===== config.mk =====
export PLATFORM = sky130hd
export DESIGN_NAME = param_cache
export DESIGN_NICKNAME = d
export VERILOG_FILES = /design/src/rtl/param_cache.sv
export SDC_FILE = /design/constraint.sdc
export NUM_CORES = 2
export LEC_CHECK = 0
export ABC_AREA = 1
export CAP_MARGIN = 10
export CORE_UTILIZATION = 30
export CTS_CLUSTER_SIZE = 20
export DETAILED_ROUTE_END_ITERATION = 7
export PLACE_DENSITY = 0.57
export SLEW_MARGIN = 30
export SYNTH_ARGS = -nofsm -noshare
export SYNTH_HDL_FRONTEND = slang
export SYNTH_SLANG_ARGS = --single-unit

===== constraint.sdc =====
create_clock -name clk -period 17.5 [get_ports clk]
set_input_delay 2.625 -clock clk [delete_from_list [all_inputs] [get_ports clk]]
set_output_delay 2.625 -clock clk [all_outputs]
set_load 0.05 [all_outputs]

===== src/rtl/param_cache.sv =====
// Set-associative write-back, write-allocate word cache in front of a 128-bit line memory.
// Hits complete in the request cycle; misses go through an optional writeback then a line fill.
module param_cache #(
    parameter int WAYS = 2,
    parameter int SETS = 8
) (
    input  logic         clk,
    input  logic         rst_n,
    input  logic         mem_read,
    input  logic         mem_write,
    input  logic [1:0]   mem_byte_enable,
    input  logic [15:0]  mem_address,
    input  logic [15:0]  mem_wdata,
    output logic [15:0]  mem_rdata,
    output logic         mem_resp,
    output logic         pmem_read,
    output logic         pmem_write,
    output logic [15:0]  pmem_address,
    output logic [127:0] pmem_wdata,
    input  logic [127:0] pmem_rdata,
    input  logic         pmem_resp,
    output logic [15:0]  hit_count,
    output logic [15:0]  miss_count
);
    localparam int IW = $clog2(SETS);
    localparam int TW = 12 - IW;
    localparam int WW = (WAYS == 4) ? 2 : 1;

    typedef enum logic [1:0] {COMPARE, WRITEBACK, ALLOCATE} state_t;

    state_t          state_q, state_d;
    logic [WAYS-1:0] valid_q [SETS];
    logic [WAYS-1:0] valid_d [SETS];
    logic [WAYS-1:0] dirty_q [SETS];
    logic [WAYS-1:0] dirty_d [SETS];
    logic [2:0]      plru_q [SETS];
    logic [2:0]      plru_d [SETS];
    logic [TW-1:0]   tag_q [WAYS][SETS];
    logic [127:0]    data_q [WAYS][SETS];
    logic [WW-1:0]   victim_q, victim_d;
    logic            after_alloc_q, after_alloc_d;
    logic [15:0]     hit_count_q, hit_count_d;
    logic [15:0]     miss_count_q, miss_count_d;

    logic [IW-1:0]   req_idx;
    logic [TW-1:0]   req_tag;
    logic [6:0]      word_lsb;
    logic            req;
    logic            hit;
    logic [WW-1:0]   hit_way;
    logic            free_found;
    logic [WW-1:0]   free_way;
    logic [1:0]      tree_way;
    logic [WW-1:0]   miss_way;
    logic [127:0]    line_hit;
    logic            line_we;
    logic [WW-1:0]   line_way;
    logic [127:0]    line_new;
    logic            tag_we;
    logic            addr_bit0_unused;

    assign req_idx          = mem_address[3+IW:4];
    assign req_tag          = mem_address[15:4+IW];
    assign word_lsb         = {mem_address[3:1], 4'b0000};
    assign req              = mem_read | mem_write;
    assign addr_bit0_unused = mem_address[0];
    assign line_hit         = data_q[hit_way][req_idx];
    assign mem_rdata        = line_hit[word_lsb +: 16];
    assign hit_count        = hit_count_q;
    assign miss_count       = miss_count_q;

    function automatic logic [2:0] plru_touch(input logic [2:0] cur, input logic [1:0] way);
        logic [2:0] nxt;
        nxt = cur;
        if (WAYS == 4) begin
            case (way)
                2'd0:    begin nxt[0] = 1'b1; nxt[1] = 1'b1; end
                2'd1:    begin nxt[0] = 1'b1; nxt[1] = 1'b0; end
                2'd2:    begin nxt[0] = 1'b0; nxt[2] = 1'b1; end
                default: begin nxt[0] = 1'b0; nxt[2] = 1'b0; end
            endcase
        end else begin
            nxt = {2'b00, ~way[0]};
        end
        return nxt;
    endfunction

    // Lookup and victim choice; the descending scan leaves the lowest invalid way.
    always_comb begin
        hit        = 1'b0;
        hit_way    = '0;
        free_found = 1'b0;
        free_way   = '0;
        for (int w = 0; w < WAYS; w++) begin
            if (valid_q[req_idx][w] && (tag_q[w][req_idx] == req_tag)) begin
                hit     = 1'b1;
                hit_way = WW'(w);
            end
        end
        for (int w = WAYS - 1; w >= 0; w--) begin
            if (!valid_q[req_idx][w]) begin
                free_found = 1'b1;
                free_way   = WW'(w);
            end
        end
        if (WAYS == 4) begin
            tree_way = {plru_q[req_idx][0],
                        plru_q[req_idx][0] ? plru_q[req_idx][2] : plru_q[req_idx][1]};
        end else begin
            tree_way = {1'b0, plru_q[req_idx][0]};
        end
        miss_way = free_found ? free_way : tree_way[WW-1:0];
    end

    always_comb begin
        state_d       = state_q;
        valid_d       = valid_q;
        dirty_d       = dirty_q;
        plru_d        = plru_q;
        victim_d      = victim_q;
        after_alloc_d = after_alloc_q;
        hit_count_d   = hit_count_q;
        miss_count_d  = miss_count_q;
        line_we       = 1'b0;
        line_way      = hit_way;
        line_new      = line_hit;
        tag_we        = 1'b0;
        mem_resp      = 1'b0;
        pmem_read     = 1'b0;
        pmem_write    = 1'b0;
        pmem_address  = {mem_address[15:4], 4'b0000};
        pmem_wdata    = data_q[victim_q][req_idx];
        case (state_q)
            COMPARE: begin
                after_alloc_d = 1'b0;
                if (req && hit) begin
                    mem_resp        = 1'b1;
                    plru_d[req_idx] = plru_touch(plru_q[req_idx], 2'(hit_way));
                    if (!after_alloc_q) begin
                        hit_count_d = hit_count_q + 16'd1;
                    end
                    if (mem_write) begin
                        line_we = 1'b1;
                        for (int b = 0; b < 2; b++) begin
                            if (mem_byte_enable[b]) begin
                                line_new[word_lsb + 7'(b * 8) +: 8] = mem_wdata[b*8 +: 8];
                            end
                        end
                        dirty_d[req_idx][hit_way] = 1'b1;
                    end
                end else if (req) begin
                    victim_d     = miss_way;
                    miss_count_d = miss_count_q + 16'd1;
                    if (valid_q[req_idx][miss_way] && dirty_q[req_idx][miss_way]) begin
                        state_d = WRITEBACK;
                    end else begin
                        state_d = ALLOCATE;
                    end
                end
            end
            WRITEBACK: begin
                pmem_write   = 1'b1;
                pmem_address = {tag_q[victim_q][req_idx], req_idx, 4'b0000};
                if (pmem_resp) begin
                    state_d = ALLOCATE;
                end
            end
            ALLOCATE: begin
                pmem_read = 1'b1;
                if (pmem_resp) begin
                    line_we                    = 1'b1;
                    line_way                   = victim_q;
                    line_new                   = pmem_rdata;
                    tag_we                     = 1'b1;
                    valid_d[req_idx][victim_q] = 1'b1;
                    dirty_d[req_idx][victim_q] = 1'b0;
                    after_alloc_d              = 1'b1;
                    state_d                    = COMPARE;
                end
            end
            default: state_d = COMPARE;
        endcase
        if (!rst_n) begin
            mem_resp   = 1'b0;
            pmem_read  = 1'b0;
            pmem_write = 1'b0;
        end
    end

    // Tag and data arrays are not reset; valid bits alone make them meaningful.
    always_ff @(posedge clk) begin
        if (!rst_n) begin
            state_q       <= COMPARE;
            victim_q      <= '0;
            after_alloc_q <= 1'b0;
            hit_count_q   <= 16'd0;
            miss_count_q  <= 16'd0;
            for (int s = 0; s < SETS; s++) begin
                valid_q[s] <= '0;
                dirty_q[s] <= '0;
                plru_q[s]  <= '0;
            end
        end else begin
            state_q       <= state_d;
            victim_q      <= victim_d;
            after_alloc_q <= after_alloc_d;
            hit_count_q   <= hit_count_d;
            miss_count_q  <= miss_count_d;
            valid_q       <= valid_d;
            dirty_q       <= dirty_d;
            plru_q        <= plru_d;
            if (line_we) begin
                data_q[line_way][req_idx] <= line_new;
            end
            if (tag_we) begin
                tag_q[victim_q][req_idx] <= req_tag;
            end
        end
    end
endmodule


==> summary.txt <==
Clocking
  – Worst-skew pair later-pin latency: 0.94 ns
  – CTS tree: yes
  – Post-CTS resize count: 0
  – H-tree Lvls: 4
  – Post-CTS setup buffer count: 0
  – Sink Count: 2269
  – CTS clk-pin slew, worst paths: 0.06 ns
  – Cts bufs inserted: 244
  – CTS root buf: clkbuf_16
  – Clock Tree Buf Depth: 4
  – Count of hold-fix buffers inserted at cts: 0

Global routing
  – Pin count of the biggest net entering global routing: 203
  – Global-route usage over all layers: 25.2%
  – Total grt overflow: 0
  – Vias in the first global route: 90000
  – First-pass GRT wire length: 688000 um
  – Initial antenna violation count: 53

Worst hold path
  – Hold path endpoint: valid_q[5]
  – Critical hold path startpoint: valid_q[5]
  – Hold path depth: 2
  – Hold Crit Class: reg -> reg

Detailed routing
  – Vias after detailed routing: 99700
  – DRC Markers: 0
  – Detail Route Antenna Nets: 0
  – WL/cell: 28.5 um
  – Vias/cell: 5.71
  – WL final: 497000 um
  – Initial drt markers: 14700
  – TritonRoute pass-1 iters: 7

Final layout
  – Commonest non-fill, non-tap cell in the layout: nand2_1
  – Fillers: 37800
  – Multi-input gate area: 0.0408 mm^2
  – P&R area growth vs syn: 14.5%
  – Share of cells above drive strength 1: 5.75%
  – Most frequent cells in the layout: nand2_1 (3044), edfxtp_1 (2192), nand3_1 (1917)
  – Number of nets in the finished design: 12400
  – Sequential cell area: 0.0674 mm^2

Die
  – Initial Utilization: 30.1%
  – Die ar.: 0.380 mm^2
  – Die W: 617 um
  – Core area: 0.376 mm^2
  – Die height: 617 um
  – IO Pins: 362
  – Core Rows: 225

Setup path
  – Critical Path Fanout Max: 162
  – CP required: 14.88 ns
  – Worst r2r dst: data_q[1][261]
  – Worst R2R Path Depth: 18
  – R2R setup slack: 10.13 ns
  – Endpoint class of the critical path: output port
  – Worst EP arrival: 10.75 ns
  – R2r startpoint: tag_q[1][9]
  – CP Class: in -> out
  – Crit path launch type: input port

STA
  – Clock Skews: 0.0881 ns
  – Period Utilization, post-route: 76.5%
  – Worst-margin pin slew: 1.27 ns
  – RSZ-0062 raised after global routing: no
  – Max Slew Vio Count: 0
  – Final-report setup violation count: 0
  – Rel. slew slack: 15.6%
  – Fmax: 0.0747 GHz
  – Hold Vio Cnt, Final: 0
  – Final min period: 13.38 ns
  – Post-route setup TNS: 0 ns

Power and ir drop
  – P per Cell Area: 99.0 mW/mm^2
  – Total Power: 12800 uW
  – Worst VDD drop: 0.0811 mV
  – Leakage power figure: 0.0462 uW

Logic synthesis
  – Combinational family with the most area after synthesis: simple AND/OR/NAND/NOR gates
  – Yosys Warn Count: 0
  – Number of synthesized register bits: 2269
  – Synth Cell Area: 0.113 mm^2
  – XOR/XNOR Fraction of Synth Area: 0.147%
  – Compound-Gate Fraction of Synth Area: 9.78%
  – Avg Cell Area, Syn: 9.22 um^2
  – Post-Synthesis Cells: 12300
  – Adder-cell share of the synthesized area: 0.0884%
  – Simple-Gate Fraction of Synth Area: 25.0%
  – Mux contribution to synthesized area: 0.680%
  – Synth area leaders: edfxtp_1 (58%), nand2_1 (10%), nand3_1 (8.5%), nor2_1 (4.4%), o21ai_0 (3.9%)
  – Yosys top cell area share: 58.1%
  – Distinct cells, synth: 60
  – Post-synthesis sequential area ratio: 59.5%
  – Area leader, netlist: edfxtp_1

Run
  – Max Cap Violations: 0

Status
  – Status: completed

Placement
  – Final Wtd Congestion: 0.999
  – HPWL after DPL: 291000 um
  – IO buf count: 356
## per-stage QoR
stage                     utilization, %  area [um^2]  cells  worst slack [ns]  hold slack, ns
after floorplan                        -       113000  12300              3.37           0.430
after global placement              32.3       122000  16900              4.20           0.436
after global routing                34.5       130000  17400              3.99           0.483
after CTS                           34.4       129000  17400              4.22           0.452
after detailed placement            32.4       122000  17000              4.24           0.442
final                               34.5       130000  17500              4.12           0.450
## routing by layer
| metal | GRT usage, % | part of all wire [%] | vias up |
|---|---|---|---|
| li1 | - | - | 43300 |
| met1 | 31.9 | 37 | 48300 |
| met2 | 37.1 | 42 | 6631 |
| met3 | 6.27 | 12 | 1394 |
| met4 | 19.1 | 8.7 | 24 |
| met5 | 0 | 0.033 | - |
## Yosys cell counts, drive strengths merged
cell type and n:
a2111oi 1, clkbuf 554, o2111ai 6, nand2 3056, a211o 1, a32o 1
xnor2 6, nor2 1349, a22o 7, a22oi 14, and2 3, o21bai 29
a21boi 1, edfxtp 2192, a2111o 15, conb 1, and3 10, o211ai 204
nand4 176, o31ai 6, or2 5, a221oi 11, inv 429, a31oi 7
buf 369, a21oi 266, o41ai 1, nor3 133, ha 8, mux2i 77
nor4 24, clkinv 6, o22ai 264, o221ai 4, xor2 13, o21ai 904
nand3b 2, a211oi 11, o32ai 118, dfxtp 77, o311ai 3, nand3 1918
a21o 2
## flip-flops by register name, indices dropped and copies added, names as in the netlist, named ones only
name,count
after_alloc_q,1
data_q,2048
dirty_q,16
hit_count,16
miss_count,16
plru_q,8
state_q,2
tag_q,144
valid_q,16
victim_q,1
## worst max path at each step
stage              startpoint           end  slack (ns)  depth (start not counted)
2_1_floorplan  mem_address[5]  data_q[1][0]        3.37                         18
6_report       mem_address[5]  mem_rdata[5]        4.12                         22
5_1_grt        mem_address[5]  mem_rdata[9]        3.99                         23
3_5_place_dp   mem_address[5]  mem_rdata[6]        4.24                         23
3_3_place_gp   mem_address[5]  mem_rdata[6]        4.20                         23
4_1_cts        mem_address[5]  mem_rdata[6]        4.22                         23
## power by group
part	internal, uW	switching (uW)
Clock	2850	2210
Sequential	6110	11.5
Combinational	375	1280
Total	9340	3510
## kinds of logic (layout without fill, tap and decap cells)
family | after synthesis | in the layout
AOI/OAI and AO/OA | 1876 | 1876
xor gates and xnor gates | 19 | 19
other | 1 | 44
adders and majority gates | 8 | 8
DFF | 2269 | 2269
muxes | 77 | 77
buffers and inverters | 1358 | 1491
and+or+nand+nor | 6676 | 6676
## layout make-up
class                           instances  area share [%]
Antenna cell                           40          0.0771
Clock inverter                        148           0.960
Inverter                              435            1.31
Sequential cell                      2269            51.9
Timing Repair Buffer                  616            4.60
Multi-Input combinational cell       8660            31.4
Tap cell                             4994            4.82
Clock buffer                          292            4.91
## worst max-delay path, cell delays in order
cell,delay [ns]
clkdlybuf4s50_1,0.87
nand2_2,0.41
inv_8,0.57
nand3_1,0.14
nand2_1,0.15
nor2_1,0.07
nand2_1,0.06
nand2_1,0.05
nor2_1,0.09
nand2_1,0.08
nor2_4,0.75
buf_12,0.74
buf_4,0.81
nand3_1,0.16
nand3_1,0.13
nand2_1,0.07
a21oi_1,0.23
nand3_1,0.30
nand3_1,0.61
nor2_1,0.08
nor2_1,0.59
clkdlybuf4s50_1,0.93
No activity file was read; power rests on OpenSTA's default activity.
